==> src/rtl/bus_pkg.sv <==
// Shared bus widths and scheduler state encoding.
package bus_pkg;

  localparam int unsigned BUS_ADDR_W = 32;
  localparam int unsigned BUS_DATA_W = 32;
  localparam int unsigned BUS_MASK_W = 4;

  typedef enum logic {
    IDLE = 1'b0,
    BUSY = 1'b1
  } sched_state_t;

endpackage

==> src/rtl/rr_picker.sv <==
// Combinational round-robin picker: first requester after `last`, wrapping.
module rr_picker #(
  parameter int unsigned NUM_MASTERS = 3,
  parameter int unsigned IDX_W       = (NUM_MASTERS > 1) ? $clog2(NUM_MASTERS) : 1
) (
  input  logic [NUM_MASTERS-1:0] req_in,
  input  logic [IDX_W-1:0]       last_in,
  output logic                   valid_out,
  output logic [IDX_W-1:0]       index_out
);

  int unsigned cand;

  // Scan last+1 .. last+NUM_MASTERS modulo NUM_MASTERS; lowest offset wins.
  always_comb begin
    valid_out = 1'b0;
    index_out = '0;
    cand      = 0;
    for (int unsigned k = 1; k <= NUM_MASTERS; k++) begin
      cand = (32'(last_in) + k) % NUM_MASTERS;
      if (!valid_out && req_in[IDX_W'(cand)]) begin
        valid_out = 1'b1;
        index_out = IDX_W'(cand);
      end
    end
  end

endmodule

==> src/rtl/bus_scheduler.sv <==
// Round-robin arbiter sharing the single memory bus, with slave timeout fault.
module bus_scheduler
  import bus_pkg::*;
#(
  parameter int unsigned NUM_MASTERS    = 3,
  parameter int unsigned TIMEOUT_CYCLES = 255
) (
  input  logic                             clk,
  input  logic                             reset_n,
  input  logic [BUS_ADDR_W*NUM_MASTERS-1:0] m_address_in,
  input  logic [NUM_MASTERS-1:0]            m_read_in,
  input  logic [NUM_MASTERS-1:0]            m_write_in,
  input  logic [BUS_MASK_W*NUM_MASTERS-1:0] m_write_mask_in,
  input  logic [BUS_DATA_W*NUM_MASTERS-1:0] m_write_value_in,
  output logic [BUS_DATA_W*NUM_MASTERS-1:0] m_read_value_out,
  output logic [NUM_MASTERS-1:0]            m_ready_out,
  output logic [NUM_MASTERS-1:0]            m_fault_out,
  output logic [BUS_ADDR_W-1:0]             address_out,
  output logic                              read_out,
  output logic                              write_out,
  output logic [BUS_MASK_W-1:0]             write_mask_out,
  output logic [BUS_DATA_W-1:0]             write_value_out,
  input  logic [BUS_DATA_W-1:0]             read_value_in,
  input  logic                              ready_in,
  input  logic                              fault_in,
  output logic                              busy_out
);

  localparam int unsigned IDX_W = (NUM_MASTERS > 1) ? $clog2(NUM_MASTERS) : 1;
  localparam int unsigned CNT_W = $clog2(TIMEOUT_CYCLES + 1);

  sched_state_t            state_q, state_d;
  logic [IDX_W-1:0]        grant_q, grant_d;
  logic [IDX_W-1:0]        last_q, last_d;
  logic [CNT_W-1:0]        tcount_q, tcount_d;

  logic [NUM_MASTERS-1:0]  req;
  logic                    pick_valid;
  logic [IDX_W-1:0]        pick_index;
  logic [NUM_MASTERS-1:0]  grant_oh;
  logic                    timeout;

  assign req     = m_read_in | m_write_in;
  assign timeout = (tcount_q == CNT_W'(TIMEOUT_CYCLES - 1));

  rr_picker #(
    .NUM_MASTERS (NUM_MASTERS),
    .IDX_W       (IDX_W)
  ) u_picker (
    .req_in    (req),
    .last_in   (last_q),
    .valid_out (pick_valid),
    .index_out (pick_index)
  );

  // State and bookkeeping registers; last starts at the top index so master 0 wins first.
  always_ff @(posedge clk or negedge reset_n) begin
    if (!reset_n) begin
      state_q  <= IDLE;
      grant_q  <= '0;
      last_q   <= IDX_W'(NUM_MASTERS - 1);
      tcount_q <= '0;
    end else begin
      state_q  <= state_d;
      grant_q  <= grant_d;
      last_q   <= last_d;
      tcount_q <= tcount_d;
    end
  end

  // Next-state and bus routing; all outputs quiet outside BUSY.
  always_comb begin
    state_d          = state_q;
    grant_d          = grant_q;
    last_d           = last_q;
    tcount_d         = tcount_q;
    grant_oh         = '0;
    address_out      = '0;
    read_out         = 1'b0;
    write_out        = 1'b0;
    write_mask_out   = '0;
    write_value_out  = '0;
    m_read_value_out = '0;
    m_ready_out      = '0;
    m_fault_out      = '0;
    busy_out         = 1'b0;

    case (state_q)
      IDLE: begin
        if (pick_valid) begin
          grant_d  = pick_index;
          last_d   = pick_index;
          tcount_d = '0;
          state_d  = BUSY;
        end
      end
      BUSY: begin
        busy_out = 1'b1;
        for (int unsigned i = 0; i < NUM_MASTERS; i++) begin
          if (IDX_W'(i) == grant_q) begin
            grant_oh[i]     = 1'b1;
            address_out     = m_address_in[i*BUS_ADDR_W +: BUS_ADDR_W];
            read_out        = m_read_in[i];
            write_out       = m_write_in[i];
            write_mask_out  = m_write_mask_in[i*BUS_MASK_W +: BUS_MASK_W];
            write_value_out = m_write_value_in[i*BUS_DATA_W +: BUS_DATA_W];
            m_read_value_out[i*BUS_DATA_W +: BUS_DATA_W] = read_value_in;
          end
        end
        if (ready_in) begin
          m_ready_out = grant_oh;
          m_fault_out = fault_in ? grant_oh : '0;
          state_d     = IDLE;
        end else if (timeout) begin
          // Silent slave: withdraw the strobes and report a fault to the master.
          read_out         = 1'b0;
          write_out        = 1'b0;
          write_mask_out   = '0;
          m_read_value_out = '0;
          m_ready_out      = grant_oh;
          m_fault_out      = grant_oh;
          state_d          = IDLE;
        end else begin
          tcount_d = tcount_q + CNT_W'(1);
        end
      end
      default: state_d = IDLE;
    endcase
  end

endmodule
==> config.mk <==
export PLATFORM = sky130hd
export DESIGN_NAME = bus_scheduler
export DESIGN_NICKNAME = d
export VERILOG_FILES = /design/src/rtl/bus_pkg.sv /design/src/rtl/rr_picker.sv /design/src/rtl/bus_scheduler.sv
export SDC_FILE = /design/constraint.sdc
export NUM_CORES = 1
export LEC_CHECK = 0
export CAP_MARGIN = 10
export CORE_AREA = 2 2 163 165
export DETAILED_ROUTE_END_ITERATION = 12
export DIE_AREA = 0 0 165 167
export MAX_ROUTING_LAYER = met4
export SLEW_MARGIN = 20
export SYNTH_ARGS = -nofsm -noshare
export SYNTH_HDL_FRONTEND = slang
export SYNTH_SLANG_ARGS = --single-unit
==> constraint.sdc <==
create_clock -name clk -period 1.9 [get_ports clk]
set_clock_uncertainty 0.05 [all_clocks]
set_input_delay 0.19 -clock clk [delete_from_list [all_inputs] [get_ports clk]]
set_output_delay 0.19 -clock clk [all_outputs]
set_load 0.01 [all_outputs]
* Word-level counts from Yosys, hierarchy flattened
Cells that the tools add are included.
** Word-level totals
- Register bits after elaboration :: 13
- Latch bits :: 0
- Memory bits (writable) :: 0
- ROM bits :: 0
- Bits of input ports :: 246
- Output and inout bits :: 173
- Logic and storage cells :: 91
- Memories kept :: 0
** Operators by class
- $add $sub $neg :: 4
- Multipliers :: 0
- Div/mod/pow operators :: 3
- Order comparisons :: 3
- Eq/ne operators :: 6
- Shift operators :: 0
- Muxes and demuxes :: 62
- Bitwise operators :: 2
- Reduce and logical (&&, ||, !) cells :: 7
** Operators by type and width (count)
- 32-bit two-way mux :: 11
- 96-bit two-way mux :: 3
- 32-bit by 2-bit modulo with 32-bit output (second input constant) :: 3
- 1-bit two-way mux :: 25
- 4-bit two-way mux :: 6
- 8-bit two-way mux :: 3
- 3-bit two-way mux :: 6
- 8-bit one-hot mux with 2 select lines :: 1
- 2-bit by 3-bit < comparator with 1-bit output (second input constant) :: 3
- 8-bit by 1-bit adder with 8-bit output (second input constant) :: 1
- 8-bit == test (second input constant) :: 1
- 2-bit by 2-bit adder with 3-bit output (second input constant) :: 2
- 1-bit binary-select mux with 2-bit select :: 3
- 2-bit two-way mux :: 3
- 2-bit != test (second input constant) :: 3
- 2-bit by 1-bit adder with 3-bit output (second input constant) :: 1
- 3-bit bitwise OR :: 1
- 3-bit AND reduction :: 1
- 1-bit by 2-bit == test with 1-bit output (first input constant) :: 1
- 2-bit == test (first input constant) :: 1
- 1-bit logical AND :: 2
- 1-bit logical NOT :: 2
- 2-bit logical NOT :: 1
- 1-bit one-hot mux with 2 select lines :: 1
- other kinds (2) :: 2

* Longest topological paths before layout
- Word-level depth :: 13
- Depth in mapped cells :: 8
- Mapped depth without buffers :: 6

* Cells and area by module
Synthesis repeated with hierarchy kept, for this count alone.
** Second synthesis, totals
- Cell total of the unflattened synthesis :: 556
- Area total of the unflattened synthesis :: 3314.4 µm²
** Modules (own cells, without submodules)
- bus_scheduler :: times used 1, cells an instance 536, area each 3183.1 µm², seq. area each 301.5 µm²
- rr_picker :: times used 1, cells an instance 20, area each 131.4 µm², seq. area each 0.0 µm²

* Least setup slack after synthesis
OpenSTA, ideal clock, no wires.
- Path type :: register to register
- From :: register, netlist name grant_q[0]
- To :: register tcount_q[2]
- Library setup time :: 0.101 ns
- Arrival :: 1.910 ns
- Slack :: -0.161 ns
- Cell stages (with the launch flop) :: 8
- Buffers on the path :: 1
- Path through :: dfrtp_1 buf_2 inv_1 ha_1 nor2b_1 o22a_1 or3_1 o32ai_1
** RTL lines
- end signal: assignment :: line bus_scheduler.sv:67 : tcount_q <= tcount_d;
- end: declaration :: line bus_scheduler.sv:35 : logic [CNT_W-1:0] tcount_q, tcount_d;

* Worst setup path after layout
- From :: register tcount_q[0]
- To :: output m_read_value_out[81]
** On the way
- Cells in the longest elaborated chain, start to end :: 4
** RTL lines
- 8-bit == test :: line bus_scheduler.sv:44 : assign timeout = (tcount_q == CNT_W'(TIMEOUT_CYCLES - 1));
- 96-bit two-way mux :: line bus_scheduler.sv:114 : end else if (timeout) begin
- 96-bit two-way mux :: line bus_scheduler.sv:110 : if (ready_in) begin
- 96-bit two-way mux :: line bus_scheduler.sv:88 : case (state_q)
- end: declaration :: line bus_scheduler.sv:15 : output logic [BUS_DATA_W*NUM_MASTERS-1:0] m_read_value_out,
No other way between the ends.

==> results.cfg <==
[outcome]
status = complete, but fails checks
violations = setup timing

[finish]
num-nets-final = 1320
syn2layout_area_growth_pct = 203
drive_gt1_share_pct = 47.4
instances_no_fill = 1404

[sta]
post-route-period-util_pct = 124
finalWorstSetupSlack_ps = -448
fin_crit_ps = 2350
finalSetupViolCount = 177
tightest_slew_ps = 578
hold_viol_final = 0
finalMaxSlewViolations = 0
rsz0062_at_grt = true
setup_tns_ps = -49880
fmax_mhz = 426
slew_headroom_pct = 61.3

[min_path]
holdCritPathClass = in -> async

[critical_path]
critPathKind = reg -> out
cp_data_required_time_ps = 1660
cp_data_arrival_time_ps = 2110
cp-startpoint = tcount_q[0]$_DFFE_PN0P_
r2r_start = grant_q[0]$_DFFE_PN0P_
r2r_cells = 9
crit_path_start_kind = register
critPathMaxFanout = 4
end_kind = output pin

[logic_synthesis]
synthTopCellsByCount = nor2_1 (151), and2_1 (90), a21oi_1 (75)
yosysTopAreaCell = mux2i_1
yosys.area.top_type_share_pct = 21.0
synth-edff-count = 0
syn_inst = 524
synth_seq_cells = 12
synth_most_common_cell = nor2_1
ys_top_cells_by_area = mux2i_1 (21%), nor2_1 (17%), and2_1 (17%), a21oi_1 (11%), dfrtp_1 (8.1%)
async_flop_share_pct = 100
yosysWarnings = 0
syn_area_per_cell_um2 = 6.47
syn-cell-area_mm2 = 0.00339
synth-main-ff-cell = dfrtp_1
seq_area_frac_synth_pct = 8.89
synth_cell_types = 46
synth_fp_nets = 775

[clock_network]
clk_path_buf_depth = 2
cts_hold_buffers = 0
root_buffer = clkbuf_16
clock-sinks = 12
cts-htree-levels = 1
clock_latency_ps = 240
clk_pin_slew_ps = 50
cts_buffers = 3
cts_tree = yes

[floorplanning]
fp.dieH_um = 167
start_util_pct = 13.2
pin_count = 419
row_count = 59
dieArea_mm2 = 0.0276
coreArea_mm2 = 0.0258
dieWidth_um = 165

[power]
p_leak_nw = 4.61
p_total_mw = 13.0
worst_ir_drop_vdd_v = 0.000552
power_density_mw_per_mm2 = 1260

[drt]
via_per_inst = 4.16
drc = 0
detail-route-antenna-nets = 0
dr.pass1.iters = 5
drt_iter0_markers = 240
vias = 5844
totalWireLength_um = 25100
wire_per_inst_um = 17.8

[placement]
post-place-cells = 1305
io_buffers = 418
place_congestion = 0.851
dpl.hpwl_um = 17800

[global_route]
grt_pass1_vias = 5709
grt-ovfl-total = 0
antenna_found_initial = 1
grt_use_total_pct = 15.8
grt_max_degree = 53
grt_pass1_wl_um = 32900

[job]
cap_violations = 0
## logic make-up after synthesis
family / after synthesis / synth area share, %
and+or+nand+nor: 278 / 41.5
AOI/OAI and AO/OA: 105 / 17.8
muxes: 71 / 21.0
buffers and inverters: 49 / 7.97
DFF: 12 / 8.89
adders and majority gates: 5 / 1.84
xor gates and xnor gates: 4 / 1.03
## layout by cell type, fill, tap and decap left out, types with 5 or more instances in the layout
cell	n
buf_8	9
and2_4	96
clkbuf_2	10
clkdlybuf4s50_1	247
nor2_1	141
buf_12	19
nand2_1	5
buf_4	62
nor2_4	7
a21oi_1	51
buf_2	53
dfrtp_1	9
buf_6	166
nor2_2	7
mux2i_1	64
a21oi_2	20
clkbuf_16	10
## worst max-delay path, cell delays in order, from the launching register on
cell	delay (ps)
dfrtp_1	390
inv_2	80
ha_4	120
and3_4	170
nor4b_4	250
buf_6	180
nor2_4	50
buf_6	140
buf_16	130
buf_12	120
and2_4	130
buf_6	110
## routing by layer
metal | global-route usage, % | wire length [um] | vias to the layer above
li1 | - | - | 2851
met1 | 16.1 | 9070 | 2658
met2 | 30.5 | 13400 | 310
met3 | 3.36 | 2110 | 25
met4 | 3.25 | 516 | 0
met5 | - | 0 | -
## sequential cells by signal, summed over array words and instances, names as in the netlist
register,count
grant_q,2
state_q,1
tcount_q,8
last_q,1
## timing repair
action                     4_1_cts  5_1_grt
buffers inserted                26       67
cloned                           9        7
resized for setup              656      304
setup endpoints to repair      184      184
pin swaps                       10       72
## power breakdown
group          switching, mW  internal [mW]
Sequential            0.0879          0.340
Clock                  0.118          0.283
Combinational           5.25           6.87
## through the flow
step / hold slack [ps] / instance area [um^2] / utilization, % / setup WS (ps)
global route: 332 / 10300 / 39.9 / -513
detailed placement: 498 / 8650 / 33.6 / -418
CTS: 295 / 9190 / 35.7 / -523
finish: 269 / 10300 / 39.9 / -448
floorplan: -156 / 3640 / - / -1.36
global placement: 488 / 8650 / 33.6 / -396
## cell type report
cell class | count | area (um^2)
diodes | 1 | 2.50
clock buffers | 4 | 78.8
fillers | 2603 | 15500
inverters | 7 | 28.8
multi-input cells | 464 | 3470
flip-flops and latches | 12 | 307
well taps | 335 | 419
repair buffers | 581 | 5970
## path summary, 6_finish.rpt
kind,to,slack (ps)
max,m_read_value_out[81],-450
min,tcount_q[1]$_DFFE_PN0P_,270
max reg2reg,tcount_q[7]$_DFFE_PN0P_,-140
min reg2reg,tcount_q[7]$_DFFE_PN0P_,520
max in group asynchronous,grant_q[1]$_DFFE_PN0P_,1090
min in group clk,tcount_q[7]$_DFFE_PN0P_,520
(Power assumes the default switching activity.)
